==> src/rtl/tow_pkg.sv <==
// Shared definitions for the Tug of War computer opponent.
//   cpu_state_t     : press-shaping FSM states
//   LFSR_W          : width of the LFSR and of the difficulty threshold
//   TAP_HI / TAP_LO : feedback taps of the 10-bit XNOR LFSR
//   max2()          : constant helper for counter sizing
package tow_pkg;

    localparam int LFSR_W = 10;
    localparam int TAP_HI = 9;
    localparam int TAP_LO = 6;

    typedef enum logic [1:0] {
        IDLE,
        PRESS,
        RELEASE
    } cpu_state_t;

    function automatic int max2(input int a, input int b);
        return (a > b) ? a : b;
    endfunction

endpackage

==> src/rtl/cpu_player_if.sv <==
// Control/observation bundle of the computer player.
//   enable     : master -> slave, allows new presses to start
//   difficulty : master -> slave, press threshold (larger = presses more often)
//   press      : slave -> master, button-level output
//   busy       : slave -> master, high while a press/gap sequence runs
interface cpu_player_if;
    logic                        enable;
    logic [tow_pkg::LFSR_W-1:0]  difficulty;
    logic                        press;
    logic                        busy;

    modport master (output enable, output difficulty, input press, input busy);
    modport slave  (input enable, input difficulty, output press, output busy);
endinterface

==> src/rtl/lfsr10.sv <==
// Free-running 10-bit Fibonacci LFSR with XNOR feedback.
//   clk   : clock, advances on every rising edge
//   reset : asynchronous, active-high; clears q to 0
//   q     : current LFSR value
// XNOR feedback makes all-zero a legal state, so reset to 0 starts the
// sequence 0,1,3,7,... and the all-ones lockup value is never reached.
module lfsr10
    import tow_pkg::*;
(
    input  logic              clk,
    input  logic              reset,
    output logic [LFSR_W-1:0] q
);

    always_ff @(posedge clk or posedge reset) begin
        if (reset)
            q <= '0;
        else
            q <= {q[LFSR_W-2:0], ~(q[TAP_HI] ^ q[TAP_LO])};
    end

endmodule

==> src/rtl/cpu_player.sv <==
// Computer opponent: turns pseudo-random decisions into press levels that
// are high for HOLD_CYCLES and then forced low for GAP_CYCLES, so the
// downstream edge detector sees one clean 0->1 edge per press.
//   clk   : clock
//   reset : asynchronous, active-high
//   bus   : cpu_player_if.slave (enable, difficulty in; press, busy out)
module cpu_player
    import tow_pkg::*;
#(
    parameter int HOLD_CYCLES = 2,
    parameter int GAP_CYCLES  = 2
) (
    input  logic         clk,
    input  logic         reset,
    cpu_player_if.slave  bus
);

    localparam int CNT_MAX = max2(HOLD_CYCLES, GAP_CYCLES);
    localparam int CNT_W   = $clog2(CNT_MAX + 1);

    if (HOLD_CYCLES < 1) begin : g_bad_hold
        $error("cpu_player: HOLD_CYCLES must be >= 1");
    end
    if (GAP_CYCLES < 1) begin : g_bad_gap
        $error("cpu_player: GAP_CYCLES must be >= 1");
    end

    cpu_state_t       state, state_nxt;
    logic [CNT_W-1:0] cnt, cnt_nxt;
    logic [LFSR_W-1:0] lfsr;

    lfsr10 u_lfsr (
        .clk   (clk),
        .reset (reset),
        .q     (lfsr)
    );

    always_ff @(posedge clk or posedge reset) begin
        if (reset) begin
            state <= IDLE;
            cnt   <= '0;
        end else begin
            state <= state_nxt;
            cnt   <= cnt_nxt;
        end
    end

    // IDLE is the decision cycle: the compare uses the pre-shift LFSR value,
    // and because every sequence returns through IDLE the minimum press
    // period is HOLD_CYCLES + GAP_CYCLES + 1.
    always_comb begin
        state_nxt = state;
        cnt_nxt   = cnt;
        case (state)
            IDLE: begin
                if (bus.enable && (bus.difficulty > lfsr)) begin
                    state_nxt = PRESS;
                    cnt_nxt   = '0;
                end
            end
            PRESS: begin
                if (cnt == CNT_W'(HOLD_CYCLES - 1)) begin
                    state_nxt = RELEASE;
                    cnt_nxt   = '0;
                end else begin
                    cnt_nxt = cnt + CNT_W'(1);
                end
            end
            RELEASE: begin
                if (cnt == CNT_W'(GAP_CYCLES - 1)) begin
                    state_nxt = IDLE;
                    cnt_nxt   = '0;
                end else begin
                    cnt_nxt = cnt + CNT_W'(1);
                end
            end
            default: begin
                state_nxt = IDLE;
                cnt_nxt   = '0;
            end
        endcase
    end

    // Decoded straight from the state register: no input-to-output path,
    // and the async reset drops both outputs immediately.
    assign bus.press = (state == PRESS);
    assign bus.busy  = (state != IDLE);

endmodule

==> src/flat_wrapper.sv <==
// flat-port wrapper written by rule: the top's interface ports become plain ports
module cpu_player_flat import tow_pkg::*;
#(
    parameter int HOLD_CYCLES = 2,
    parameter int GAP_CYCLES  = 2
)
  (clk, reset, bus_enable, bus_difficulty, bus_press, bus_busy);
  cpu_player_if bus_i ();
  input  logic clk;
  input  logic reset;
  input wire logic [$bits(bus_i.enable)-1:0] bus_enable;
  input wire logic [$bits(bus_i.difficulty)-1:0] bus_difficulty;
  output wire logic [$bits(bus_i.press)-1:0] bus_press;
  output wire logic [$bits(bus_i.busy)-1:0] bus_busy;
  assign bus_i.enable = bus_enable;
  assign bus_i.difficulty = bus_difficulty;
  assign bus_press = bus_i.press;
  assign bus_busy = bus_i.busy;
  cpu_player #(.HOLD_CYCLES(HOLD_CYCLES), .GAP_CYCLES(GAP_CYCLES)) u_core (.clk(clk), .reset(reset), .bus(bus_i));
endmodule
==> config.mk <==
export PLATFORM = sky130hd
export DESIGN_NAME = cpu_player_flat
export DESIGN_NICKNAME = d
export VERILOG_FILES = /design/src/rtl/tow_pkg.sv /design/src/rtl/cpu_player_if.sv /design/src/rtl/lfsr10.sv /design/src/rtl/cpu_player.sv /design/src/flat_wrapper.sv
export SDC_FILE = /design/constraint.sdc
export NUM_CORES = 1
export LEC_CHECK = 0
export ABC_AREA = 1
export CORE_MARGIN = 5
export CORE_UTILIZATION = 44
export CTS_BUF_LIST = sky130_fd_sc_hd__clkbuf_16
export DETAILED_ROUTE_END_ITERATION = 6
export HOLD_SLACK_MARGIN = 0.12
export PLACE_DENSITY = 0.73
export SYNTH_ARGS = -nofsm -noshare
export SYNTH_HDL_FRONTEND = slang
export SYNTH_HIERARCHICAL = 1
export SYNTH_SLANG_ARGS = --single-unit
export TNS_END_PERCENT = 10
==> constraint.sdc <==
create_clock -name clk -period 1.98 [get_ports clk]
set_input_delay 0.495 -clock clk [delete_from_list [all_inputs] [get_ports clk]]
set_output_delay 0.495 -clock clk [all_outputs]
set_load 0.05 [all_outputs]
==> impl_metrics.toml, run 1 <==
[status]
outcome = "finished clean"

[pwr]
p_leak_nw = 0.5966
p_per_area_nw_per_um2 = 1069
pwr-share-comb_pct = 40.3
swShare_pct = 33.41
netSwitchingPower_mw = 0.3926
pwr-share-seq_pct = 28.5
max-vdd-ir-drop_mv = 0.6515
power.share.clock_pct = 31.2
intPower_mw = 0.7825

[synthesis]
ys_seq_area_share_pct = 42.04
yosysTopAreaCellShare_pct = 42.04
syn_avg_cell_area_um2 = 8.680
syn_inst = 96
yosys_warnings = 6
syn_nets = 123
syn-cell-area_um2 = 833.3
synth_seq_cells = 14
synth_top_area_cell = "dfrtp_1"
synth_cell_type_count = 15
synthTopCellsByArea = "dfrtp_1 42%, ha_1 21%, inv_1 11%"

[grt]
grt.overflow.total = 0
grt_max_degree = 11
grt_antenna_before_repair = 0
grt_pass1_wl_um = 2387
grt_usage_pct = 11.96
grt_pass1_vias = 621

[timing]
timing.slew.headroom_pct = 74.88
whs_ns = 0.3698
fin_crit_sh_pct = 91.84
period_needed_ns = 1.818
slew_viol_final = 0
final_hold_viol_count = 0
worstMarginPinSlew_ns = 0.3764
rsz0062_at_grt = "no"
skew_ns = 0.0007845
fmax_mhz = 549.9
setup_viol = 0

[job]
drv_cap = 0

[critical_path]
required_ns = 2.11
cp_max_fo = 5
reg2reg_slack_ns = 0.45
regToRegStartpoint = "u_core/u_lfsr/q[9]"
crit_arrival_ns = 1.95
worst_setup_path_end_kind = "flop"
r2r_end = "u_core/state[0]"
start_kind = "primary input"
r2r_cells = 11
critPathKind = "primary input to flop"

[die]
initial_core_util_pct = 47.23
fp.dieH_um = 53.52
pin_count = 15
die_w_um = 53.52
rows = 15
dieArea_um2 = 2864
design.core.area_um2 = 1764

[routing]
wl_met1_um = 586
wl_met2_um = 739
drc = 0
ant_nets = 0
vias = 634
highest_layer = "met4"
wl_met3_um = 71
detail_route.iter0.violations = 5
routed_via_density = 4.594
first_pass_iters = 4
wirelength_um = 1440
wire_per_inst_um = 10.43

[clock_network]
postCtsResizedCells = 0
cts_sinks = 14
cts_tree = "yes"
cts_setup_buffers = 0
htree_levels = 1
path_clk_slew_ns = 0.04
cts_buffers = 3
cts_buffer_depth = 2
ctsRootBufferMaster = "clkbuf_16"
clock_latency_ns = 0.24
ctsHoldBuffers = 0

[hold_path]
min_path_cells = 0
hp-start = "u_core/u_lfsr/q[4]"
hold_path_class = "flop to flop"
holdPathEnd = "u_core/u_lfsr/q[5]"

[place]
port_buffers = 14
hpwl_um = 1212
routabilityCongestion = 0.7284

[layout]
postLayoutCoreUtil_pct = 62.34
insertedDiodeCount = 0
drive_above_1_share_pct = 10.62
num-nets-final = 142
area_growth_pct = 31.98
fill_cells = 149
per-stage QoR:
stage               power, mW  area (µm²)  setup WS [ns]  cells  TNS (ns)
floorplan              0.6290       833.3         0.4328     96         0
finish                  1.175        1100         0.1616    138         0
CTS                     1.183        1100         0.1491    138         0
global placement       0.7899        1025       -0.06241    135   -0.1873
global route            1.231        1100        0.04313    138         0
detailed placement     0.8085        1025        -0.1060    135   -0.3395
cells in the mapped netlist:
cell type   n
o22ai_1     1
inv_2       1
nand2_2     2
ha_1       14
nand2_1    25
a21boi_1    1
nand3_2     1
a21oi_1     2
nand3_1     5
inv_1      25
nor2_1      1
nor2_4      1
nand2_4     2
nand3b_1    1
dfrtp_1    14
power by group through the flow:
stage / combinational, mW / sequential, mW / clock [mW]
global placement: 0.452 / 0.338 / 0
floorplan: 0.295 / 0.334 / 0
global route: 0.507 / 0.337 / 0.387
detailed placement: 0.470 / 0.339 / 0
CTS: 0.472 / 0.335 / 0.376
finish: 0.473 / 0.335 / 0.366
state kept, by name, indices dropped and copies added (netlist names):
| signal | cells |
|---|---|
| u_core/u_lfsr/q | 10 |
| u_core/cnt | 2 |
| u_core/state | 2 |
kinds of logic after synthesis:
family	synth area share, %
flops	42.04
simple gates	22.37
buf+inv	11.71
compound gates	2.854
fa+ha+maj	21.02
per-layer routing:
metal	global-route usage [%]	vias to the layer above
met5	0	-
met4	7.660	0
met3	2.817	6
met2	21.02	17
met1	12.65	288
li1	-	323
placed cells by master, fill, tap and decap left out, types with 2 or more instances in the layout:
cell type	synthesis	routed
nand2_2	2	2
dfrtp_1	14	14
buf_12	0	2
ha_1	14	14
nand3_1	5	5
clkbuf_16	0	3
inv_1	25	25
nand2_1	25	25
clkdlybuf4s50_1	0	12
a21oi_1	2	2
nand2_4	2	2
cell type report:
cell class,instances,area (µm²),share of cell area [%]
Multi-Input combinational cell,56,385.4,35.04
Sequential cell,14,350.3,31.85
Timing Repair Buffer,14,160.2,14.56
Inverter,26,97.59,8.874
Clock buffer,3,75.07,6.826
Tap cell,25,31.28,2.844
how the worst max path moves through the flow:
stage	startpoint	end	slack, ns	depth (start not counted)
2_1_floorplan	bus_difficulty[9]	u_core/state[1]	0.43	9
3_3_place_gp	bus_difficulty[9]	u_core/state[1]	-0.06	10
3_5_place_dp	bus_difficulty[5]	u_core/state[0]	-0.11	11
4_1_cts	bus_difficulty[5]	u_core/state[0]	0.15	11
5_1_grt	bus_difficulty[5]	u_core/state[1]	0.04	11
6_report	bus_difficulty[5]	u_core/state[0]	0.16	11
critical path, cell delays in order:
cell and delay, ns:
clkdlybuf4s50_1 0.40, ha_1 0.31, nand2_1 0.07, nor2_1 0.15, nand3_1 0.11, nand3_2 0.10, nand2_4 0.05, nand2_4 0.07
nand2_2 0.06, nand2_1 0.08, nand2_1 0.05
Power figures use the tool's default switching activity.
==> inputs of run 2 (changes only) <==
Clock period 1.98 ns to 1.97 ns, I/O delays scaled along.
==> results of run 2 <==
The final DEF is identical to that of run 1. Status: finished clean.
Among the figures that moved: final weighted congestion in routability-driven placement 0.7284 -> 0.7283; setup slack after placement -0.1060 ns -> -0.1135 ns; setup slack after layout 0.1616 ns -> 0.1541 ns; register-to-register setup slack 0.45 ns -> 0.44 ns; total power 1.175 mW -> 1.181 mW; worst IR drop on VDD 0.6515 mV -> 0.6548 mV
==> inputs of run 3 (changes only) <==
Settings changed: CAP_MARGIN set to 20.
==> results of run 3 <==
The final DEF is identical to that of run 1. Status: finished clean.
Among the figures that moved: final weighted congestion in routability-driven placement 0.7284 -> 0.7283; setup slack after placement -0.1060 ns -> -0.1135 ns; setup slack after layout 0.1616 ns -> 0.1541 ns; register-to-register setup slack 0.45 ns -> 0.44 ns; total power 1.175 mW -> 1.181 mW; worst IR drop on VDD 0.6515 mV -> 0.6548 mV
